## config.mk

```make
export PLATFORM = sky130hd
export DESIGN_NAME = ps2_key_events
export DESIGN_NICKNAME = d
export VERILOG_FILES = /design/src/rtl/ps2_pkg.sv /design/src/rtl/ps2_event_fifo.sv /design/src/rtl/ps2_key_events.sv
export SDC_FILE = /design/constraint.sdc
export NUM_CORES = 1
export LEC_CHECK = 0
export ABC_AREA = 1
export ABC_CLOCK_PERIOD_IN_PS = 4000
export CAP_MARGIN = 20
export CORE_ASPECT_RATIO = 1.1
export CORE_MARGIN = 1.5
export CORE_UTILIZATION = 60
export DETAILED_ROUTE_END_ITERATION = 10
export HOLD_SLACK_MARGIN = 0.1
export PLACE_DENSITY = 0.83
export REMOVE_ABC_BUFFERS = 1
export SLEW_MARGIN = 20
export SYNTH_ARGS = -nofsm -noshare
export SYNTH_HDL_FRONTEND = slang
export SYNTH_HIERARCHICAL = 1
export SYNTH_SLANG_ARGS = --single-unit
```

## constraint.sdc

```tcl
create_clock -name clk -period 4 [get_ports clk]
set_input_delay 0.8 -clock clk [delete_from_list [all_inputs] [get_ports clk]]
set_output_delay 0.8 -clock clk [all_outputs]
set_load 0.01 [all_outputs]
```

## src/rtl/ps2_pkg.sv

```systemverilog
// Shared types and scancode constants for the PS/2 key event path.
package ps2_pkg;

  typedef struct packed {
    logic       ext;
    logic       rel;
    logic [7:0] code;
  } ps2_event_t;

  localparam int EV_W = $bits(ps2_event_t);

  localparam logic [7:0] PFX_BREAK = 8'hF0;
  localparam logic [7:0] PFX_EXT   = 8'hE0;

  localparam logic [7:0] SC_LSHIFT = 8'h12;
  localparam logic [7:0] SC_RSHIFT = 8'h59;
  localparam logic [7:0] SC_CTRL   = 8'h14;
  localparam logic [7:0] SC_ALT    = 8'h11;

  // A word ending in a prefix byte (or idle 0x00) is still mid-sequence.
  function automatic logic word_complete(input logic [7:0] last);
    return (last != PFX_BREAK) && (last != PFX_EXT) && (last != 8'h00);
  endfunction

  function automatic ps2_event_t decode_word(input logic [31:0] w);
    ps2_event_t ev;
    ev.code = w[7:0];
    ev.rel  = (w[15:8] == PFX_BREAK);
    ev.ext  = (w[15:8] == PFX_EXT) ||
              ((w[23:16] == PFX_EXT) && (w[15:8] == PFX_BREAK));
    return ev;
  endfunction

endpackage

```

## src/rtl/ps2_event_fifo.sv

```systemverilog
// Power-of-two circular event queue; a push into a full queue is taken only
// when a pop frees a slot on the same edge, otherwise it is reported as drop.
module ps2_event_fifo
  import ps2_pkg::*;
#(
  parameter int DEPTH = 8
) (
  input  logic                   clk,
  input  logic                   rst_n,
  input  logic                   push,
  input  ps2_event_t             push_data,
  input  logic                   pop,
  output ps2_event_t             head,
  output logic                   full,
  output logic                   empty,
  output logic                   drop,
  output logic [$clog2(DEPTH):0] count
);

  localparam int AW = $clog2(DEPTH);

  ps2_event_t    mem [DEPTH];
  logic [AW-1:0] wr_ptr;
  logic [AW-1:0] rd_ptr;
  logic [AW:0]   cnt;
  logic          do_push;
  logic          do_pop;

  assign empty   = (cnt == '0);
  assign full    = (cnt == (AW+1)'(DEPTH));
  assign do_pop  = pop && !empty;
  assign do_push = push && (!full || do_pop);
  assign drop    = push && full && !do_pop;
  assign head    = mem[rd_ptr];
  assign count   = cnt;

  always_ff @(posedge clk or negedge rst_n) begin
    if (!rst_n) begin
      wr_ptr <= '0;
      rd_ptr <= '0;
      cnt    <= '0;
    end else begin
      if (do_push) wr_ptr <= wr_ptr + 1'b1;
      if (do_pop)  rd_ptr <= rd_ptr + 1'b1;
      case ({do_push, do_pop})
        2'b10:   cnt <= cnt + 1'b1;
        2'b01:   cnt <= cnt - 1'b1;
        default: cnt <= cnt;
      endcase
    end
  end

  // Storage is left unreset; head is only meaningful while non-empty.
  always_ff @(posedge clk) begin
    if (do_push) mem[wr_ptr] <= push_data;
  end

endmodule

```

## src/rtl/ps2_key_events.sv

```systemverilog
// Turns the PS/2 scancode history word into queued make/break events and
// tracks live modifier state.
module ps2_key_events
  import ps2_pkg::*;
#(
  parameter int DEPTH = 8
) (
  input  logic                   clk,
  input  logic                   rst_n,
  input  logic [31:0]            kbd_word,
  output logic [EV_W-1:0]        ev_data,
  output logic                   ev_valid,
  input  logic                   ev_ready,
  output logic [$clog2(DEPTH):0] ev_count,
  output logic                   ovf,
  input  logic                   ovf_clr,
  output logic                   mod_shift,
  output logic                   mod_ctrl,
  output logic                   mod_alt
);

  logic [31:0] prev_q;
  logic        detect;
  ps2_event_t  ev_new;
  ps2_event_t  head;
  logic        empty;
  logic        full;
  logic        drop;
  logic        shift_q;
  logic        lctrl_q;
  logic        rctrl_q;
  logic        lalt_q;
  logic        ralt_q;

  assign detect = word_complete(kbd_word[7:0]) && (kbd_word != prev_q);
  assign ev_new = decode_word(kbd_word);

  ps2_event_fifo #(.DEPTH(DEPTH)) u_fifo (
    .clk       (clk),
    .rst_n     (rst_n),
    .push      (detect),
    .push_data (ev_new),
    .pop       (ev_ready),
    .head      (head),
    .full      (full),
    .empty     (empty),
    .drop      (drop),
    .count     (ev_count)
  );

  assign ev_data  = head;
  assign ev_valid = !empty;

  always_ff @(posedge clk or negedge rst_n) begin
    if (!rst_n) begin
      prev_q <= '0;
      ovf    <= 1'b0;
    end else begin
      prev_q <= kbd_word;
      if (drop)         ovf <= 1'b1;
      else if (ovf_clr) ovf <= 1'b0;
    end
  end

  // Modifiers follow every detected key, including events the queue dropped.
  always_ff @(posedge clk or negedge rst_n) begin
    if (!rst_n) begin
      shift_q <= 1'b0;
      lctrl_q <= 1'b0;
      rctrl_q <= 1'b0;
      lalt_q  <= 1'b0;
      ralt_q  <= 1'b0;
    end else if (detect) begin
      if (!ev_new.ext && (ev_new.code == SC_LSHIFT || ev_new.code == SC_RSHIFT))
        shift_q <= !ev_new.rel;
      if (ev_new.code == SC_CTRL) begin
        if (ev_new.ext) rctrl_q <= !ev_new.rel;
        else            lctrl_q <= !ev_new.rel;
      end
      if (ev_new.code == SC_ALT) begin
        if (ev_new.ext) ralt_q <= !ev_new.rel;
        else            lalt_q <= !ev_new.rel;
      end
    end
  end

  assign mod_shift = shift_q;
  assign mod_ctrl  = lctrl_q | rctrl_q;
  assign mod_alt   = lalt_q | ralt_q;

endmodule

```

### After elaboration in Yosys (flattened, before gate mapping)

Memories as Yosys holds them, arrays and structs flattened.
Index checks and enable logic that the tools add are counted.

| cells by class | value |
|---|---|
| add/subtract/negate cells | 4 |
| multipliers | 0 |
| div/mod/pow operators | 0 |
| order comparisons | 0 |
| eq/ne operators | 13 |
| shift operators | 0 |
| multiplexer cells | 5 |
| bitwise gates (word level) | 3 |
| reductions and logical operators | 26 |

Operators with widths:

| kind | count |
|---|---|
| != test 32 bit | 1 |
| == test 8 x 5 -> 1 bit (second input constant) | 3 |
| == test 8 bit (second input constant) | 3 |
| != test 8 bit (second input constant) | 2 |
| AND reduction 3 bit | 4 |
| logical AND 1 bit | 9 |
| == test 8 x 7 -> 1 bit (second input constant) | 1 |
| case mux 4 bit (2 select lines) | 1 |
| nonzero test 8 bit | 1 |
| adder 3 x 1 -> 3 bit (second input constant) | 2 |
| logical NOT 1 bit | 5 |
| adder 4 x 1 -> 4 bit (second input constant) | 1 |
| == test 4 bit (second input constant) | 1 |
| logical NOT 4 bit | 1 |
| two-way mux 1 bit | 4 |
| nonzero test 2 bit | 2 |
| subtractor 4 x 1 -> 4 bit (second input constant) | 1 |
| logical OR 1 bit | 3 |
| == test 2 x 1 -> 1 bit (second input constant) | 1 |
| == test 2 bit (second input constant) | 1 |
| OR 1 bit | 2 |
| AND reduction 2 bit | 1 |
| inverter 1 bit | 1 |

| word-level totals | value |
|---|---|
| flip-flop bits (word level) | 48 |
| bits in latches | 0 |
| bits in writable memories | 80 |
| memory bits (read-only) | 0 |
| input bits | 36 |
| output and inout port bits | 19 |
| word-level logic and storage cells | 62 |
| memories kept | 1 |

Memory list:

| name | depth | width | rd ports | clocked after Yosys merged registers in | write ports | line | text |
|---|---|---|---|---|---|---|---|
| u_fifo.mem | 8 | 10 | 1 | 0 | 1 | ps2_event_fifo.sv:22 | `ps2_event_t mem [DEPTH];` |

### Longest topological paths before layout

Gate-level depths: netlist of run 1.

| depth | value |
|---|---|
| depth after elaboration | 7 |
| mapped depth | 20 |
| gate-level depth less buffers | 20 |

### Modules after synthesis

Netlist of run 1, hierarchy kept.

By module, submodules not included:

| module | times used | cells each | area each (µm²) | seq. area each (µm²) |
|---|---|---|---|---|
| ps2_event_fifo | 1 | 301 | 3792.4 | 2652.5 |
| ps2_key_events | 1 | 325 | 2174.6 | 950.9 |

### Worst setup path before layout of run 1

OpenSTA, ideal clock, no wires.

| timing path | value |
|---|---|
| kind | input to register |
| from | in kbd_word[1] |
| to | reg u_fifo.cnt[3], in the netlist u_fifo/count[3] |
| setup time | 113 ps |
| arrival | 2532 ps |
| data required time | 3887 ps |
| path slack | 1355 ps |
| stages on the path | 19 |
| buffers on the path | 0 |
| path through | inv_1 > nand2_1 > nand2_1 > nor2_1 > nand2_1 > nor2_1 > nand2_1 > nor2_2 > nor2_4 > inv_2 > nand3_2 > inv_1 > ha_1 > a21oi_1 > nand3_1 > nand2_1 > nand3_1 > nand2_1 > inv_1 |

| on the way | value |
|---|---|
| longest elaborated chain between the ends | 7 |
| elaborated cells on any way between the ends | 12 |
| classes of those cells | eq/ne: 5; mux: 1; reduce/logical: 6 |

RTL lines:

| what | line | text |
|---|---|---|
| from (decl) | ps2_key_events.sv:10 | `input logic [31:0] kbd_word,` |
| != test 8 bit | ps2_pkg.sv:22 | `return (last != PFX_BREAK) && (last != PFX_EXT) && (last != 8'h00);` |
| logical AND 1 bit (2 in series) | ps2_pkg.sv:22 |  |
| logical AND 1 bit * | ps2_key_events.sv:35 | `assign detect = word_complete(kbd_word[7:0]) && (kbd_word != prev_q);` |
| named net detect | ps2_key_events.sv:23 | `logic detect;` |
| logical AND 1 bit * | ps2_event_fifo.sv:32 | `assign do_push = push && (!full \|\| do_pop);` |
| == test 2 x 1 -> 1 bit / == test 2 bit (equally long branches) | ps2_event_fifo.sv:45 | `case ({do_push, do_pop})` |
| case mux 4 bit (2 select lines) / nonzero test 2 bit (equally long branches) | n/a |  |
| to (signal assigned) | ps2_event_fifo.sv:46 | `2'b10: cnt <= cnt + 1'b1;` |
| to (signal assigned) | ps2_event_fifo.sv:47 | `2'b01: cnt <= cnt - 1'b1;` |
| to (signal assigned) | ps2_event_fifo.sv:48 | `default: cnt <= cnt;` |
| to (decl) | ps2_event_fifo.sv:25 | `logic [AW:0] cnt;` |

The timed path passes the listed nets; every way through them passes the cells marked *.
A chain may end at the register's enable or synchronous reset.

### Worst setup path in the final report of run 1

| timing path | value |
|---|---|
| from | reg u_fifo.rd_ptr[0] |
| to | out ev_data[7] |

| on the way | value |
|---|---|
| longest elaborated chain between the ends | 1 |

RTL lines:

| what | line | text |
|---|---|---|
| from (decl) | ps2_event_fifo.sv:24 | `logic [AW-1:0] rd_ptr;` |
| from (signal assigned) | ps2_event_fifo.sv:44 | `if (do_pop) rd_ptr <= rd_ptr + 1'b1;` |
| memory (8 x 10 bit) | n/a |  |
| to (decl) | ps2_key_events.sv:11 | `output logic [EV_W-1:0] ev_data,` |

Every way passes these cells.

==> results.sh, run 1 <==
export IMPL_status="finished clean"
export IMPL_slowest_stage="clkdlybuf4s50_1"
export IMPL_synth_simple_area_share=0.231
export IMPL_first_pass_iters=7
export IMPL_yosysWarnings=6
export IMPL_drive_gt1_frac=0.117
export IMPL_overflow=0
export IMPL_skew_ns=0.00799
export IMPL_die_y_um=108
export IMPL_yosysUniqueCellTypes=35
export IMPL_setup_tns_ns=0
export IMPL_grt_pass1_vias=4439
export IMPL_synth_top_cell_area_share=0.403
export IMPL_worst_path_stages=6
export IMPL_fin_util=0.744
export IMPL_max_stage_delay_ns=0.53
export IMPL_wl_per_cell_um=15.2
export IMPL_startpoint_type="flop"
export IMPL_syn_inst=626
export IMPL_power_density_mw_per_mm2=681
export IMPL_clockBufferDepth=2
export IMPL_io_buffers=54
export IMPL_gp_congestion=0.874
export IMPL_synth_top_family_by_area="simple AND/OR/NAND/NOR gates"
export IMPL_avgSynthCellArea_um2=9.53
export IMPL_max_cap_violations=0
export IMPL_endpoint_kind="primary output"
export IMPL_vias_per_cell=5.37
export IMPL_cts_buffers=17
export IMPL_synth_seq_cells=128
export IMPL_crit_fanout=31
export IMPL_core_area_mm2=0.00975
export IMPL_dieArea_mm2=0.0106
export IMPL_antenna_cells=0
export IMPL_ys_seq_area_frac=0.604
export IMPL_crit_arrival_ns=2.37
export IMPL_cts_tree="done"
export IMPL_grt_max_degree=49
export IMPL_grt_use_total=0.263
export IMPL_htreeDepth=4
export IMPL_cts_hold_buf=0
export IMPL_netlist_area_mm2=0.00597
export IMPL_period_share=0.794
export IMPL_nets=739
export IMPL_peakVddDrop_v=0.000375
export IMPL_slew_headroom=0.392
export IMPL_postCtsSetupBuffers=0
export IMPL_yosys_top_cells_area="edfxtp_1, dfrtp_1, nand2_1"
export IMPL_crit_top_cell="nand2_1"
export IMPL_max_freq_mhz=315
export IMPL_rsz0062_at_grt="no"
export IMPL_finalSetupViolations=0
export IMPL_yosysTopAreaCell="edfxtp_1"
export IMPL_worst_pin_slew_ns=0.905
export IMPL_antenna_found_initial=0
export IMPL_placementRows=38
export IMPL_area_growth_syn_to_layout_pct=21.5
export IMPL_vias=4454
export IMPL_synth_xor_area_frac=0.0176
export IMPL_io_pins=55
export IMPL_reg2reg_depth=18
export IMPL_routed_wl_um=12600
export IMPL_clk_insertion_delay_late_ns=0.52
export IMPL_crit_buf_inv=2
export IMPL_clock_tree_root_cell="clkbuf_8"
export IMPL_hold_violations=0
export IMPL_first_iter_violations=353
export IMPL_cts_sinks=128
export IMPL_drv_slew=0
export IMPL_period_minus_slack_ns=3.17
export IMPL_crit_family="buffers and inverters"
export IMPL_synthAdderAreaFrac=0.0117
export IMPL_grt_pass1_wl_um=21100
export IMPL_dp_hpwl_um=7970
export IMPL_clkSlewWorstSetupHoldPaths_ns=0.06
export IMPL_antenna_left=0
export IMPL_min_path_type="input pin to async pin"
export IMPL_initial_core_util=0.612
export IMPL_cts_resized=0
export IMPL_die_w_um=98.1
export IMPL_required_ns=3.20
export IMPL_synth_compound_area_frac=0.0510
export IMPL_worstSetupPathType="flop to primary output"
export IMPL_synth_mux_area_fraction=0.0187
export IMPL_drc=0
export IMPL_p_leak_nw=3.24
export IMPL_power_mw=4.94
export IMPL_crit_chain="inv_2 > nor2_1 > o22ai_1 > nand2_1 > nand2_1 > clkdlybuf4s50_1"
layout by cell type (no fill, tap or decap), types with 3 or more instances in the layout:
master / n
o21ai_1: 21
buf_4: 13
nand4_1: 13
and2_1: 3
nor2_2: 7
a21oi_1: 4
xor2_1: 7
nand3_1: 12
clkbuf_16: 16
edfxtp_1: 80
xnor2_1: 5
nor3_2: 5
nor3_1: 6
o21ai_0: 20
nand2_1: 169
nand3_2: 3
nand2_4: 4
nor2_1: 78
inv_2: 13
inv_1: 76
mux2i_1: 10
clkdlybuf4s50_1: 53
o22ai_1: 10
clkinv_2: 4
ha_1: 4
nand2_2: 4
bufinv_16: 3
dfrtp_1: 48
power breakdown:
part	total, mW	internal [mW]	switching [mW]
sequential	1.87	1.73	0.135
clock	1.47	0.938	0.534
combinational	1.60	0.655	0.946
total	4.94	3.32	1.62
worst register-to-register path: stages (launching register included):
cell and delay (ns):
dfrtp_1 0.37, nand2_1 0.07, nand2_1 0.05, nor2_1 0.21
nand2_1 0.12, nor2_2 0.12, nand2_2 0.05, nor2_2 0.12
nor2_4 0.05, inv_2 0.08, nand3_2 0.13, inv_1 0.11
ha_1 0.26, a21oi_1 0.23, nand3_1 0.12, nand2_1 0.10
nand3_1 0.07, nand2_1 0.07, inv_1 0.03
logic make-up after synthesis:
group / Yosys count
muxes: 11
buffers and inverters: 102
AOI/OAI and AO/OA: 57
adders and majority gates: 5
and+or+nand+nor: 311
DFF: 128
xor gates and xnor gates: 12
path summary, 6_finish.rpt:
| check | startpoint | end | slack (ns) |
|---|---|---|---|
| max | u_fifo/rd_ptr[0] | ev_data[7] | 0.83 |
| min | rst_n | u_fifo/rd_ptr[0] | 0.29 |
| max reg2reg | prev_q[9] | u_fifo/count[3] | 1.54 |
| min reg2reg | ralt_q | ralt_q | 0.48 |
| max in group asynchronous | rst_n | prev_q[5] | 3.29 |
| min in group clk | ralt_q | ralt_q | 0.48 |
metal layers:
layer,global-route usage,up-vias,part of all wire
met2,0.449,154,0.51
li1,-,2174,-
met1,0.313,2095,0.40
met4,0.113,0,0.025
met5,0,-,0
met3,0.0714,31,0.059
synthesized netlist by cell type (all sizes together):
library cell / count
o21bai: 1
nor4: 3
dfrtp: 48
nor2: 86
clkbuf: 5
nor3: 11
nand3: 16
xnor2: 5
inv: 89
nand4: 13
edfxtp: 80
ha: 4
mux2i: 10
nand2: 177
o21ai: 42
or2: 2
xor2: 7
a21oi: 4
mux2: 1
and2: 3
o22ai: 10
buf: 8
fa: 1
final cells by class:
class,instances,area (um2)
Timing Repair Buffer,66,628
Clock buffer,19,422
Fill cell,644,2500
Sequential cell,128,3600
Multi-Input combinational cell,396,1970
Tap cell,120,150
Clock inverter,12,143
Inverter,89,334
metrics by stage:
| stage | hold WS, ns | cell area, um2 | worst slack, ns | std cells |
|---|---|---|---|---|
| finish | 0.288 | 7250 | 0.825 | 830 |
| detailed placement | 0.467 | 6680 | 0.446 | 799 |
| CTS | 0.482 | 7250 | 0.797 | 830 |
| global route | 0.338 | 7250 | 0.543 | 830 |
| floorplan | 0.442 | 5910 | 1.35 | 613 |
| global placement | 0.460 | 6680 | 0.606 | 799 |
registers in the layout, summed over array words and instances (netlist names):
| register | count |
|---|---|
| rctrl_q | 1 |
| u_fifo/count | 4 |
| lctrl_q | 1 |
| mod_shift | 1 |
| u_fifo/mem | 80 |
| u_fifo/wr_ptr | 3 |
| lalt_q | 1 |
| ovf | 1 |
| u_fifo/rd_ptr | 3 |
| prev_q | 32 |
| ralt_q | 1 |
No activity file was read; power rests on OpenSTA's default activity.
==> inputs of run 2 (changes only) <==
Settings changed: ABC_CLOCK_PERIOD_IN_PS 4000 to 2650, CORE_UTILIZATION 60 to 52, PLACE_DENSITY 0.83 to 0.76.
Clock period 4 ns to 2.65 ns, I/O delays scaled along.
==> run 2 against run 1 <==
Against the previous run:
- combinational power up 74%
- register-to-register slack worse by 1.1 ns
- via count up 6.2%
- total power is 65% higher
- worst setup slack worse by 0.71 ns
- non-clock buffer count increased by 57
- critical path depth is 15 higher
==> results.sh, run 2 (same netlist as run 1, synthesis figures left out) <==
export IMPL_status="finished clean"
export IMPL_required_ns=2.96
export IMPL_routed_wl_um=13900
export IMPL_cts_buffers=17
export IMPL_clk_insertion_delay_late_ns=0.42
export IMPL_crit_buf_inv=6
export IMPL_drive_gt1_frac=0.190
export IMPL_first_pass_iters=5
export IMPL_die_y_um=115
export IMPL_slowest_stage="clkdlybuf4s50_1"
export IMPL_startpoint_type="input pin"
export IMPL_wl_per_cell_um=15.2
export IMPL_cts_tree="done"
export IMPL_clockBufferDepth=2
export IMPL_cts_sinks=128
export IMPL_gp_congestion=0.802
export IMPL_power_mw=8.14
export IMPL_p_leak_nw=3.69
export IMPL_period_minus_slack_ns=2.53
export IMPL_overflow=0
export IMPL_first_iter_violations=293
export IMPL_grtUsageMet3=0.0522
export IMPL_grt_pass1_wl_um=23100
export IMPL_hold_violations=0
export IMPL_nets=796
export IMPL_power_density_mw_per_mm2=1030
export IMPL_largest_register="u_fifo/mem"
export IMPL_die_w_um=105
export IMPL_crit_chain="clkdlybuf4s50_1 > buf_4 > inv_2 > nand2_1 > nand2_1 > nor2_1 > nand2_1 > nor2_1 > nand2_1 > nor2_2 > nor2_4 > inv_2 > nand3_2 > inv_1 > ha_1 > a21oi_2 > nand3_1 > nand2_1 > nand3_1 > nand2_1 > inv_1"
export IMPL_final_common_cell="nand2_1"
export IMPL_area_growth_syn_to_layout_pct=32.6
export IMPL_max_stage_delay_ns=0.45
export IMPL_max_freq_mhz=395
export IMPL_vias=4731
export IMPL_period_share=0.956
export IMPL_setup_ws_ns=0.117
export IMPL_holdWs_ns=0.208
export IMPL_cts_hold_buf=0
export IMPL_rsz0062_at_grt="yes"
export IMPL_clkSlewWorstSetupHoldPaths_ns=0.06
export IMPL_largest_reg_flops=80
export IMPL_grt_use_total=0.250
export IMPL_initial_core_util=0.539
export IMPL_dieArea_mm2=0.0121
export IMPL_clock_tree_root_cell="clkbuf_16"
export IMPL_met2_usage=0.458
export IMPL_worst_pin_slew_ns=0.625
export IMPL_crit_family="simple AND/OR/NAND/NOR gates"
export IMPL_min_path_type="input pin to async pin"
export IMPL_io_buffers=54
export IMPL_antenna_cells=0
export IMPL_io_pins=55
export IMPL_endpoint_kind="flop"
export IMPL_max_cap_violations=0
export IMPL_fin_area_mm2=0.00791
export IMPL_vias_per_cell=5.17
export IMPL_layout_common_cells="nand2_1, edfxtp_1, inv_1"
export IMPL_antenna_found_initial=0
export IMPL_skew_ns=0.00899
export IMPL_dpl_instance_area_mm2=0.00717
export IMPL_dp_hpwl_um=9040
export IMPL_crit_fanout=12
export IMPL_drv_slew=0
export IMPL_finalSetupViolations=0
export IMPL_core_area_mm2=0.0111
export IMPL_place_ws_ns=-0.317
export IMPL_peakVddDrop_v=0.000597
export IMPL_slew_headroom=0.583
export IMPL_placementRows=40
export IMPL_worstSetupPathType="input pin to flop"
export IMPL_antenna_left=0
export IMPL_globalRouteMet1Util=0.282
export IMPL_grt_pass1_vias=4838
export IMPL_grt_max_degree=49
export IMPL_ff2ff_setup_slack_ns=0.42
export IMPL_htreeDepth=4
export IMPL_crit_arrival_ns=2.84
export IMPL_gr_max_usage_layer="met2"
export IMPL_fin_util=0.715
export IMPL_crit_top_cell="nand2_1"
export IMPL_drc=0
## run 2: cell count changes in the layout (fill, tap and decap cells not counted), sizes merged
cell and change:
buf +57, clkdlybuf4s50 -14, dlymetal6s2s +11, clkinv -3, dlygate4sd2 +3, bufinv +2
inv +2
## run 2: per-layer routing
metal | up-vias | part of all wire
li1 | 2299 | -
met1 | 2217 | 0.38
met2 | 174 | 0.52
met3 | 41 | 0.065
met4 | 0 | 0.032
met5 | - | 0
## run 2: final timing paths
path,startpoint,endpoint,cells past startpoint
max,kbd_word[4],u_fifo/count[3],21
min,rst_n,prev_q[24],2
max reg2reg,prev_q[24],u_fifo/count[3],19
min reg2reg,lctrl_q,lctrl_q,2
max in group asynchronous,rst_n,u_fifo/rd_ptr[0],2
min in group clk,kbd_word[1],prev_q[1],1
## run 2: power by group
group,switching (mW),internal (mW),leakage (nW)
Clock,0.863,1.67,0.308
Sequential,0.207,2.61,1.31
Combinational,1.55,1.23,2.08
Total,2.62,5.52,3.69
## run 2: area by class of cell
| type | instances | area, um2 |
|---|---|---|
| fill | 787 | 3150 |
| timing repair buffer | 123 | 1170 |
| multi-input combinational | 396 | 1980 |
| clock buffer | 19 | 433 |
| inverter | 89 | 334 |
| clock inverter | 13 | 209 |
| sequential | 128 | 3600 |
| tap | 147 | 184 |
## run 2: what timing repair did
action	CTS	global route
setup buffers	1	5
cloned	1	0
gates resized for setup	10	15
endpoints found under the setup margin	10	8
## run 2: through the flow
stage               cells  TNS [ns]
floorplan             613         0
finish                915         0
global route          915   -0.0465
global placement      876    -10.03
CTS                   910         0
detailed placement    876    -14.27
==> inputs of run 3 (changes only) <==
Settings changed: GPL_ROUTABILITY_DRIVEN set to 0.
==> results of run 3 <==
The final DEF is identical to that of run 2; final timing and power are the same.
